`src/rtl/chip8_pkg.sv`:
```
// Shared CHIP-8 definitions: VRAM geometry, scanout FSM encoding and pixel colour helper.
package chip8_pkg;

  localparam int ROWS   = 32;
  localparam int COLS   = 64;
  localparam int ADDR_W = 5;
  localparam int WORD_W = 64;
  localparam int RGB_W  = 16;

  localparam logic [ADDR_W-1:0] LAST_ROW = 5'(ROWS - 1);
  localparam logic [5:0]        LAST_COL = 6'(COLS - 1);

  typedef enum logic [2:0] {
    ST_IDLE  = 3'd0,
    ST_FETCH = 3'd1,
    ST_WAIT  = 3'd2,
    ST_LOAD  = 3'd3,
    ST_EMIT  = 3'd4,
    ST_DONE  = 3'd5
  } scan_state_e;

  function automatic logic [RGB_W-1:0] pix_colour(input logic bit_val,
                                                  input logic [RGB_W-1:0] fg,
                                                  input logic [RGB_W-1:0] bg);
    return bit_val ? fg : bg;
  endfunction

endpackage

```
`src/rtl/chip8_vram_scanout_if.sv`:
```
// VRAM port B plus the RGB565 pixel stream towards the LCD driver.
interface chip8_vram_scanout_if;

  logic [chip8_pkg::ADDR_W-1:0] vram_address_b;
  logic [chip8_pkg::WORD_W-1:0] vram_data_out_b;
  logic                         vram_wren_b;
  logic [chip8_pkg::WORD_W-1:0] vram_data_in_b;
  logic [chip8_pkg::RGB_W-1:0]  pix_rgb;
  logic                         pix_valid;
  logic                         pix_ready;

  modport master (
    output vram_address_b, vram_wren_b, vram_data_in_b, pix_rgb, pix_valid,
    input  vram_data_out_b, pix_ready
  );

  modport slave (
    input  vram_address_b, vram_wren_b, vram_data_in_b, pix_rgb, pix_valid,
    output vram_data_out_b, pix_ready
  );

endinterface

```
`src/rtl/chip8_vram_scanout.sv`:
```
// Walks the 32x64 framebuffer once per frame_start and streams RGB565 pixels,
// replicating each bit SCALE times across and each row SCALE times down.
module chip8_vram_scanout
  import chip8_pkg::*;
#(
  parameter int                SCALE  = 1,
  parameter logic [RGB_W-1:0]  FG_RGB = 16'hFFFF,
  parameter logic [RGB_W-1:0]  BG_RGB = 16'h0000
) (
  input  logic                CLOCK_50,
  input  logic                reset_n,
  input  logic                frame_start,
  output logic                busy,
  output logic                frame_done,
  chip8_vram_scanout_if.master bus
);

  localparam logic [1:0] SCALE_M1 = 2'(SCALE - 1);

  scan_state_e        state_r;
  logic [ADDR_W-1:0]  row_r;
  logic [ADDR_W-1:0]  addr_r;
  logic [5:0]         col_r;
  logic [1:0]         hrep_r;
  logic [1:0]         vrep_r;
  logic [WORD_W-1:0]  shift_r;
  logic [RGB_W-1:0]   rgb_r;
  logic               valid_r;
  logic               busy_r;
  logic               done_r;

  logic               xfer_s;
  logic               pix_last_s;

  assign xfer_s     = valid_r & bus.pix_ready;
  assign pix_last_s = (hrep_r == SCALE_M1);

  // Scanout FSM with counters, row shift register and all registered outputs
  always_ff @(posedge CLOCK_50 or negedge reset_n) begin
    if (!reset_n) begin
      state_r <= ST_IDLE;
      row_r   <= 5'd0;
      addr_r  <= 5'd0;
      col_r   <= 6'd0;
      hrep_r  <= 2'd0;
      vrep_r  <= 2'd0;
      shift_r <= 64'd0;
      rgb_r   <= 16'd0;
      valid_r <= 1'b0;
      busy_r  <= 1'b0;
      done_r  <= 1'b0;
    end else begin
      done_r <= 1'b0;
      case (state_r)
        ST_IDLE: begin
          if (frame_start) begin
            row_r   <= 5'd0;
            vrep_r  <= 2'd0;
            addr_r  <= 5'd0;
            busy_r  <= 1'b1;
            state_r <= ST_FETCH;
          end else begin
            state_r <= ST_IDLE;
          end
        end
        ST_FETCH: state_r <= ST_WAIT;
        ST_WAIT:  state_r <= ST_LOAD;
        ST_LOAD: begin
          shift_r <= bus.vram_data_out_b;
          col_r   <= 6'd0;
          hrep_r  <= 2'd0;
          rgb_r   <= pix_colour(bus.vram_data_out_b[WORD_W-1], FG_RGB, BG_RGB);
          valid_r <= 1'b1;
          state_r <= ST_EMIT;
        end
        ST_EMIT: begin
          if (!xfer_s) begin
            state_r <= ST_EMIT;
          end else if (!pix_last_s) begin
            hrep_r <= hrep_r + 2'd1;
          end else if (col_r != LAST_COL) begin
            // Next pixel's colour comes from the bit about to reach the MSB
            hrep_r  <= 2'd0;
            col_r   <= col_r + 6'd1;
            shift_r <= shift_r << 1;
            rgb_r   <= pix_colour(shift_r[WORD_W-2], FG_RGB, BG_RGB);
          end else begin
            valid_r <= 1'b0;
            hrep_r  <= 2'd0;
            if (vrep_r != SCALE_M1) begin
              vrep_r  <= vrep_r + 2'd1;
              state_r <= ST_FETCH;
            end else if (row_r != LAST_ROW) begin
              row_r   <= row_r + 5'd1;
              addr_r  <= row_r + 5'd1;
              vrep_r  <= 2'd0;
              state_r <= ST_FETCH;
            end else begin
              done_r  <= 1'b1;
              state_r <= ST_DONE;
            end
          end
        end
        ST_DONE: begin
          busy_r  <= 1'b0;
          state_r <= ST_IDLE;
        end
        default: begin
          valid_r <= 1'b0;
          busy_r  <= 1'b0;
          state_r <= ST_IDLE;
        end
      endcase
    end
  end

  assign bus.vram_address_b = addr_r;
  assign bus.vram_wren_b    = 1'b0;
  assign bus.vram_data_in_b = 64'd0;
  assign bus.pix_rgb        = rgb_r;
  assign bus.pix_valid      = valid_r;
  assign busy               = busy_r;
  assign frame_done         = done_r;

endmodule

```
`src/flat_wrapper.sv`:
```
// flat-port wrapper written by rule: the top's interface ports become plain ports
module chip8_vram_scanout_flat import chip8_pkg::*;
#(
  parameter int                SCALE  = 1,
  parameter logic [RGB_W-1:0]  FG_RGB = 16'hFFFF,
  parameter logic [RGB_W-1:0]  BG_RGB = 16'h0000
)
  (CLOCK_50, reset_n, frame_start, busy, frame_done, bus_vram_address_b, bus_vram_wren_b, bus_vram_data_in_b, bus_pix_rgb, bus_pix_valid, bus_vram_data_out_b, bus_pix_ready);
  chip8_vram_scanout_if bus_i ();
  input  logic CLOCK_50;
  input  logic reset_n;
  input  logic frame_start;
  output logic busy;
  output logic frame_done;
  output wire logic [$bits(bus_i.vram_address_b)-1:0] bus_vram_address_b;
  output wire logic [$bits(bus_i.vram_wren_b)-1:0] bus_vram_wren_b;
  output wire logic [$bits(bus_i.vram_data_in_b)-1:0] bus_vram_data_in_b;
  output wire logic [$bits(bus_i.pix_rgb)-1:0] bus_pix_rgb;
  output wire logic [$bits(bus_i.pix_valid)-1:0] bus_pix_valid;
  input wire logic [$bits(bus_i.vram_data_out_b)-1:0] bus_vram_data_out_b;
  input wire logic [$bits(bus_i.pix_ready)-1:0] bus_pix_ready;
  assign bus_vram_address_b = bus_i.vram_address_b;
  assign bus_vram_wren_b = bus_i.vram_wren_b;
  assign bus_vram_data_in_b = bus_i.vram_data_in_b;
  assign bus_pix_rgb = bus_i.pix_rgb;
  assign bus_pix_valid = bus_i.pix_valid;
  assign bus_i.vram_data_out_b = bus_vram_data_out_b;
  assign bus_i.pix_ready = bus_pix_ready;
  chip8_vram_scanout #(.SCALE(SCALE), .FG_RGB(FG_RGB), .BG_RGB(BG_RGB)) u_core (.CLOCK_50(CLOCK_50), .reset_n(reset_n), .frame_start(frame_start), .busy(busy), .frame_done(frame_done), .bus(bus_i));
endmodule
```
`config.mk`:
```
export PLATFORM = sky130hd
export DESIGN_NAME = chip8_vram_scanout_flat
export DESIGN_NICKNAME = d
export VERILOG_FILES = /design/src/rtl/chip8_pkg.sv /design/src/rtl/chip8_vram_scanout_if.sv /design/src/rtl/chip8_vram_scanout.sv /design/src/flat_wrapper.sv
export SDC_FILE = /design/constraint.sdc
export NUM_CORES = 1
export LEC_CHECK = 0
export ABC_AREA = 1
export CORE_UTILIZATION = 45
export DETAILED_ROUTE_END_ITERATION = 6
export PLACE_DENSITY = 0.77
export SYNTH_ARGS = -nofsm -noshare
export SYNTH_HDL_FRONTEND = slang
export SYNTH_SLANG_ARGS = --single-unit
```
`constraint.sdc`:
```
create_clock -name CLOCK_50 -period 1.83 [get_ports CLOCK_50]
set_input_delay 0.2745 -clock CLOCK_50 [delete_from_list [all_inputs] [get_ports CLOCK_50]]
set_output_delay 0.2745 -clock CLOCK_50 [all_outputs]
set_load 0.02 [all_outputs]
```
* After elaboration in Yosys (flattened, before gate mapping)
Cells that the tools add are included.
Widths: inputs -> output; s select.
** Cells by class
- Multiplexer cells :: 50
- Bitwise logic cells :: 3
- Add/subtract/negate cells :: 4
- Equality and inequality tests :: 17
- Reduce and logical (&&, ||, !) cells :: 14
** Operators with widths (count)
- $mux 63 :: 3
- $pmux 63 s2 :: 1
- $mux 16 :: 5
- $pmux 16 s2 :: 1
- $mux 5 :: 6
- $mux 6 :: 3
- $mux 2 :: 8
- $mux 3 :: 5
- $pmux 3 s5 :: 1
- $pmux 6 s2 :: 1
- $mux 1 :: 11
- $pmux 5 s2 :: 1
- $ne 2x1->1 const B :: 4
- $pmux 2 s2 :: 2
- $reduce_and 4->1 :: 2
- $reduce_or 4->1 :: 2
- $reduce_and 7->1 :: 1
- $add 6x1->6 const B :: 1
- $eq 3x2->1 const B :: 2
- $eq 3x3->1 const B :: 2
- $ne 2x2->1 const B :: 3
- $ne 3x3->1 const B :: 2
- $ne 6x6->1 const B :: 1
- $reduce_and 2->1 :: 3
- 13 further kinds :: 17
** Word-level totals
- Bits of input ports :: 68
- Register bits after elaboration :: 100
- Output and inout port bits :: 89

* Longest topological paths before layout
- Depth in word-level cells :: 7
- Depth in mapped cells :: 10
- Gate-level depth less buffers :: 10

* Worst setup path after synthesis
OpenSTA, ideal clock, no wires.
- Kind :: reg-to-reg
- Start point :: reg u_core.row_r[0]
- End point :: reg u_core.row_r[0]
- Data arrival time :: 1562 ps
- Path slack :: 149 ps
- Stages on the path, launching flop included :: 10
- Path buffers :: 0
- Path through :: dfrtp_1 -> ha_1 -> nand2_1 -> nor2_1 -> ha_1 -> nand3b_1 -> nand2_1 -> nand3_1 -> nand2_1 -> nand2_1
** Between the ends
- Cells in the longest elaborated chain, start to end :: 7
- Elaborated cells on any way between the ends :: 10
- Classes of those cells :: 1 x add/sub; 2 x eq/ne; 6 x mux; 1 x reduce/logical
** Ends and longest elaborated chain
- from (decl) :: line chip8_vram_scanout.sv:21 : logic [ADDR_W-1:0] row_r;
- from (signal assigned) :: line chip8_vram_scanout.sv:94 : row_r <= row_r + 5'd1;
- $add 5x1->5 :: line chip8_vram_scanout.sv:94
- $mux 5 :: line chip8_vram_scanout.sv:93 : end else if (row_r != LAST_ROW) begin
- $mux 5 :: line chip8_vram_scanout.sv:90 : if (vrep_r != SCALE_M1) begin
- $mux 5 :: line chip8_vram_scanout.sv:81 : end else if (col_r != LAST_COL) begin
- $mux 5 :: line chip8_vram_scanout.sv:79 : end else if (!pix_last_s) begin
- $mux 5 :: line chip8_vram_scanout.sv:77 : if (!xfer_s) begin
- $pmux 5 s2 :: line chip8_vram_scanout.sv:54 : case (state_r)
Several ways; a longest one is shown, not always the timed one. The select of a mux whose other input is x is not followed.
A chain may end at the register's enable or synchronous reset.

==> flow_summary.rst <==
.. list-table::
   :header-rows: 1

   * - Metric
     - Value
   * - Unrepaired setup endpoints after global routing
     - no
   * - Die span in x
     - 109 um
   * - Most area-consuming cells after synthesis
     - dfrtp_1 42%, nand2_1 27%, buf_4 13%
   * - Source of the worst register-to-register timing path
     - u_core.state_r[0]
   * - Number of buffers inserted by port buffering
     - 91
   * - Setup fix buffers added after clock tree synthesis
     - 0
   * - Number of enable flip-flop cells after synthesis
     - 0
   * - Final core area utilization
     - 56.8%
   * - Gr ovfl total
     - 0
   * - Highest cell delay on the worst timing path
     - 0.65 ns
   * - Number of ports placed on the die boundary
     - 157
   * - Die height
     - 109 um
   * - Most frequent cells in the layout
     - 367 x nand2_1, 87 x nand3_1, 84 x dfrtp_1
   * - Number of instances in the synthesized netlist
     - 724
   * - Worst Path Buf+Inv
     - 1
   * - Critical path class
     - flop to output pin
   * - Vias after detailed routing
     - 4,422
   * - Cell class contributing the biggest share of worst-path delay
     - buffers and inverters
   * - Power Dens Cells
     - 1380 nW/um^2
   * - Most common flop cell mapped by yosys
     - dfrtp_1
   * - Clock slew at the register clock pins of the worst setup and hold paths
     - 0.07 ns
   * - Maximum fanout encountered on the critical timing path
     - 17
   * - Count of nets after finishing
     - 871
   * - Final clock skew
     - 0.00941 ns
   * - Final Setup Violations
     - 0
   * - Critical path data required time
     - 1.56 ns
   * - GPL Wtd Cong
     - 0.791
   * - Vias in the first global route
     - 4,039
   * - Critical Path End Type
     - output pin
   * - Arrival time at the worst endpoint
     - 1.48 ns
   * - Total count of max-transition violations in the final report
     - 0
   * - Maximum achievable frequency
     - 570 MHz
   * - Number of H-tree levels
     - 3
   * - Post-synthesis instance area
     - 5110 um^2
   * - Post-detailed-route via-to-cell ratio
     - 4.70
   * - Number of antenna violations at the first check in global routing
     - 0
   * - Flops & latches, synth
     - 85
   * - Count of cell types in the netlist
     - 23
   * - Final worst setup slack
     - 0.0747 ns
   * - Pin count of the biggest net entering global routing
     - 43
   * - Setup TNS
     - 0 ns
   * - Total iterations of the first detailed-routing run
     - 4
   * - Drt wl/cell
     - 11.5 um
   * - Maximum root-to-sink buffer count
     - 2
   * - Final-layout worst hold slack
     - 0.375 ns
   * - DRC marker count from the first detailed-route iteration
     - 301
   * - Final antenna-violating net count
     - 0
   * - Period utilization
     - 95.9%
   * - Post-Place Setup Slack
     - 0.0674 ns
   * - PnR Total Power
     - 8.56 mW
   * - Number of buffers added by the clock tree synthesis step
     - 9
   * - Share of the synthesized area in the top cell type
     - 41.6%
   * - Clock latency on the worst-skew pair
     - 0.33 ns
   * - Total leakage power
     - 3.42 nW
   * - Placed wire-length estimate
     - 7220 um
   * - Final critical path time including I/O delays and setup
     - 1.76 ns
   * - Overall routed net length
     - 10,800 um
   * - Hold Violations, Final
     - 0
   * - Number of fill cells
     - 1,058
   * - Root buf cell
     - clkbuf_16
   * - Share of final-layout standard cells stronger than drive strength 1
     - 6.12%
   * - Layout area overhead
     - 21.6%
   * - Fraction of synthesis flops using an asynchronous set or reset pin
     - 100%
   * - Critical-path top delay cell
     - clkdlybuf4s50_1
   * - Avg Cell Area, Syn
     - 7.06 um^2
   * - Diodes inserted
     - 0
   * - Clock tree from TritonCTS
     - done
   * - Sequential element share of the synthesized area
     - 41.6%
   * - Core outline area
     - 10,900 um^2
   * - Startpoint kind of the worst setup timing path
     - flop
   * - Hold/Removal Path Class
     - primary input to async pin
   * - Starting density of the core
     - 46.7%
   * - Synthesis Warnings
     - 0
   * - Leading area contributor after synthesis
     - dfrtp_1
   * - Max-cap violation count
     - 0
   * - Maximum resistive drop on vdd
     - 0.611 mV
   * - Global-route wire length before repair
     - 18,300 um
   * - Outcome
     - finished, final reports clean
   * - Combined global-route utilization of all metal layers
     - 19.5%
   * - Remaining design rule violation count
     - 0
   * - Most common library cell in the layout ignoring fill and taps
     - nand2_1
   * - Total number of placement rows
     - 38
   * - Worst Setup SP
     - u_core.bus.pix_rgb[14]
   * - Cells along the critical path
     - clkdlybuf4s50_1
   * - Count of clock tree sinks
     - 85
   * - Full die area
     - 11,800 um^2
## cell usage after synthesis, types with 2 or more instances
master	n
a21oi_1	2
nand2_1	367
dfrtp_1	85
nand2_2	2
clkbuf_1	12
nor2_1	12
nand3_1	89
inv_1	17
or2_2	2
o21ai_0	10
buf_2	18
buf_4	86
nand4_1	5
nor3_1	2
ha_1	7
## path summary, 6_finish.rpt
kind | endpoint | slack, ns | depth (start not counted)
max | bus_pix_rgb[10] | 0.07 | 1
min | u_core.shift_r[25] | 0.37 | 2
max reg2reg | u_core.shift_r[47] | 0.18 | 8
min reg2reg | u_core.shift_r[46] | 0.48 | 2
max in group asynchronous | u_core.state_r[0] | 0.75 | 3
min in group CLOCK_50 | u_core.shift_r[46] | 0.48 | 2
## logic make-up after synthesis
group,share of synthesized area (%)
flip-flops,41.6
adder cells (fa/ha/maj),1.71
buffers and inverters,16.7
AND/OR/NAND/NOR,38.6
other,0.0734
AO/OA/AOI/OAI,1.18
XOR/XNOR,0.171
## power by group
group          total, mW  internal, mW  switching [mW]
Sequential          3.09          2.63           0.461
Combinational       3.74          1.47            2.27
Clock               1.73         0.937           0.792
Total               8.56          5.04            3.52
## final cells by class
type	instances	area (um^2)	area share, %
Sequential cell	85	2130	34.2
Inverter	18	67.6	1.09
Multi-Input combinational cell	568	2380	38.3
Tap cell	140	175	2.82
Clock buffer	9	225	3.62
Timing Repair Buffer	114	1180	19.0
Clock inverter	7	55.1	0.886
## flip-flops by register name, summed over array words and instances, names as in the netlist
register	count
u_core.shift_r	63
u_core.col_r	6
u_core.row_r	5
u_core.state_r	3
u_core.hrep_r	2
u_core.vrep_r	2
u_core.bus.pix_rgb	1
u_core.bus.pix_valid	1
u_core.busy	1
u_core.frame_done	1
## routing by layer
layer	wire length (um)	track usage [%]	vias up
li1	-	-	2254
met1	5030	25.9	2033
met2	5140	32.5	123
met3	505	2.77	12
met4	155	7.14	0
met5	0	0	-
## metrics by stage
stage | instances | area (um^2)
global placement | 924 | 5900
finish | 941 | 6220
floorplan | 788 | 5350
global route | 941 | 6220
detailed placement | 924 | 5900
CTS | 941 | 6190
## repair_timing
| action | 4_1_cts | 5_1_grt |
|---|---|---|
| cloned | 0 | 0 |
| resized for setup | 1 | 9 |
| endpoints found under the hold margin | 21 | 0 |
| hold buffers | 1 | 0 |
| setup endpoints to repair | 16 | 18 |
Note: power is estimated with default switching activity, not from simulation.
==> patch: new RTL, config.mk and constraints unchanged <==
Make the reset (`reset_n`) synchronous in one clocked block.
--- a/src/rtl/chip8_vram_scanout.sv
+++ b/src/rtl/chip8_vram_scanout.sv
@@ -36,7 +36,7 @@
   assign pix_last_s = (hrep_r == SCALE_M1);
 
   // Scanout FSM with counters, row shift register and all registered outputs
-  always_ff @(posedge CLOCK_50 or negedge reset_n) begin
+  always_ff @(posedge CLOCK_50) begin
     if (!reset_n) begin
       state_r <= ST_IDLE;
       row_r   <= 5'd0;
Behaviour: differs if reset_n is asserted again (counterexample within 4 cycles, from zero or initial values and one cycle with reset_n low); with reset_n held inactive, the same outputs for 10 cycles.
==> patch against the unedited design <==
- sequential cell count unchanged
- final area shrank 7.7%
- worst hold slack got worse by 0.12 ns
- wire length down 9.4%
- die area is 5.7% lower
- via count decreased by 2.6%
- area after synthesis shrank 5.8%
- setup slack lost 0.017 ns
- critical endpoint is now bus_pix_rgb[4]
Power is not compared: it rests on default switching activity, and its combinational part moved more than twofold at a synthesized area within 25%.
==> patch: results (changes against the unedited design) <==
{| class="wikitable"
! Metric !! Value
|-
| Run status || finished, final reports clean (unchanged)
|-
| Unique masters post-synth || 29 (was 23)
|-
| Number of vias per cell after detailed routing || 4.47 (was 4.70)
|-
| # clk buffers || 10 (was 9)
|-
| Ratio of cells with drive above 1 in the final layout || 6.53% (was 6.12%)
|-
| Register area share after synthesis || 35.4% (was 41.6%)
|-
| Synthesized-area fraction occupied by ao, oa, aoi and oai cells || 9.25% (was 1.18%)
|-
| Pin count of the biggest net entering global routing || 53 (was 43)
|-
| Post-Syn Instances || 754 (was 724)
|-
| Count of vias placed by the detailed router || 4,308 (was 4,422)
|-
| Reg clk slew, reported paths || 0.09 ns (was 0.07 ns)
|-
| Top FF cell, synth || dfxtp_1 (was dfrtp_1)
|-
| Detailed router's first-iteration violation count || 217 (was 301)
|-
| Overall fraction of global-route tracks in use || 17.4% (was 19.5%)
|-
| Fraction of standard cell area in multi-input logic || 42.4% (was 38.3%)
|-
| Signal buffers share of area || 19.4% (was 19.0%)
|-
| Non-clk bufs || 110 (was 114)
|-
| Post-layout nets || 897 (was 871)
|-
| Final HPWL from detailed placement || 6.51 mm (was 7.22 mm)
|-
| Parity-gate share of the synthesized area counting xor and xnor cells || 0.182% (was 0.171%)
|-
| Number of logic inverters in the finished layout || 35 (was 18)
|-
| Post-synth top cells || nand2_1, nor2_1, dfxtp_1 (was nand2_1, nand3_1, buf_4)
|-
| Tightest Hold Check Type || primary input to flop (was primary input to asynchronous set/reset pin)
|-
| Adder-cell share of the synthesized area || 1.82% (was 1.71%)
|-
| Synth top area cells || dfxtp_1, nand2_1, nor2_1 (was dfrtp_1, nand2_1, buf_4)
|-
| Delay of the slowest critical-path stage || 0.67 ns (was 0.65 ns)
|-
| Cell count of the worst reg-to-reg path || 13 (was 8)
|-
| Wire length of the first global-routing pass || 16.1 mm (was 18.3 mm)
|-
| Placer congestion estimate || 0.839 (was 0.791)
|-
| Sequential cell area share || 29.7% (was 34.2%)
|}
## patch: final timing paths
path / from / endpoint / slack (ns)
min reg2reg: u_core.hrep_r[0] / u_core.hrep_r[0] / 0.46
max reg2reg: u_core.row_r[0] / u_core.row_r[3] / 0.19
min: reset_n / u_core.col_r[5] / 0.25
max: u_core.bus.pix_rgb[14] / bus_pix_rgb[4] / 0.06
## patch: repair_timing
| action | in CTS | in global routing |
|---|---|---|
| hold buffers | 0 | 0 |
| setup buffers | 0 | 1 |
| gates resized for setup | 1 | 10 |
| endpoints found under the setup margin | 16 | 86 |
| hold endpoints to repair | 0 | 0 |
| pin swaps | 0 | 1 |
## patch: per-layer routing
metal / vias to the layer above / GRT usage [%] / part of all wire [%]
met2: 105 / 30.1 / 47
met1: 1876 / 21.7 / 48
met3: 13 / 2.47 / 3.9
met4: 0 / 6.44 / 1.3
li1: 2314 / - / -
met5: - / 0 / 0
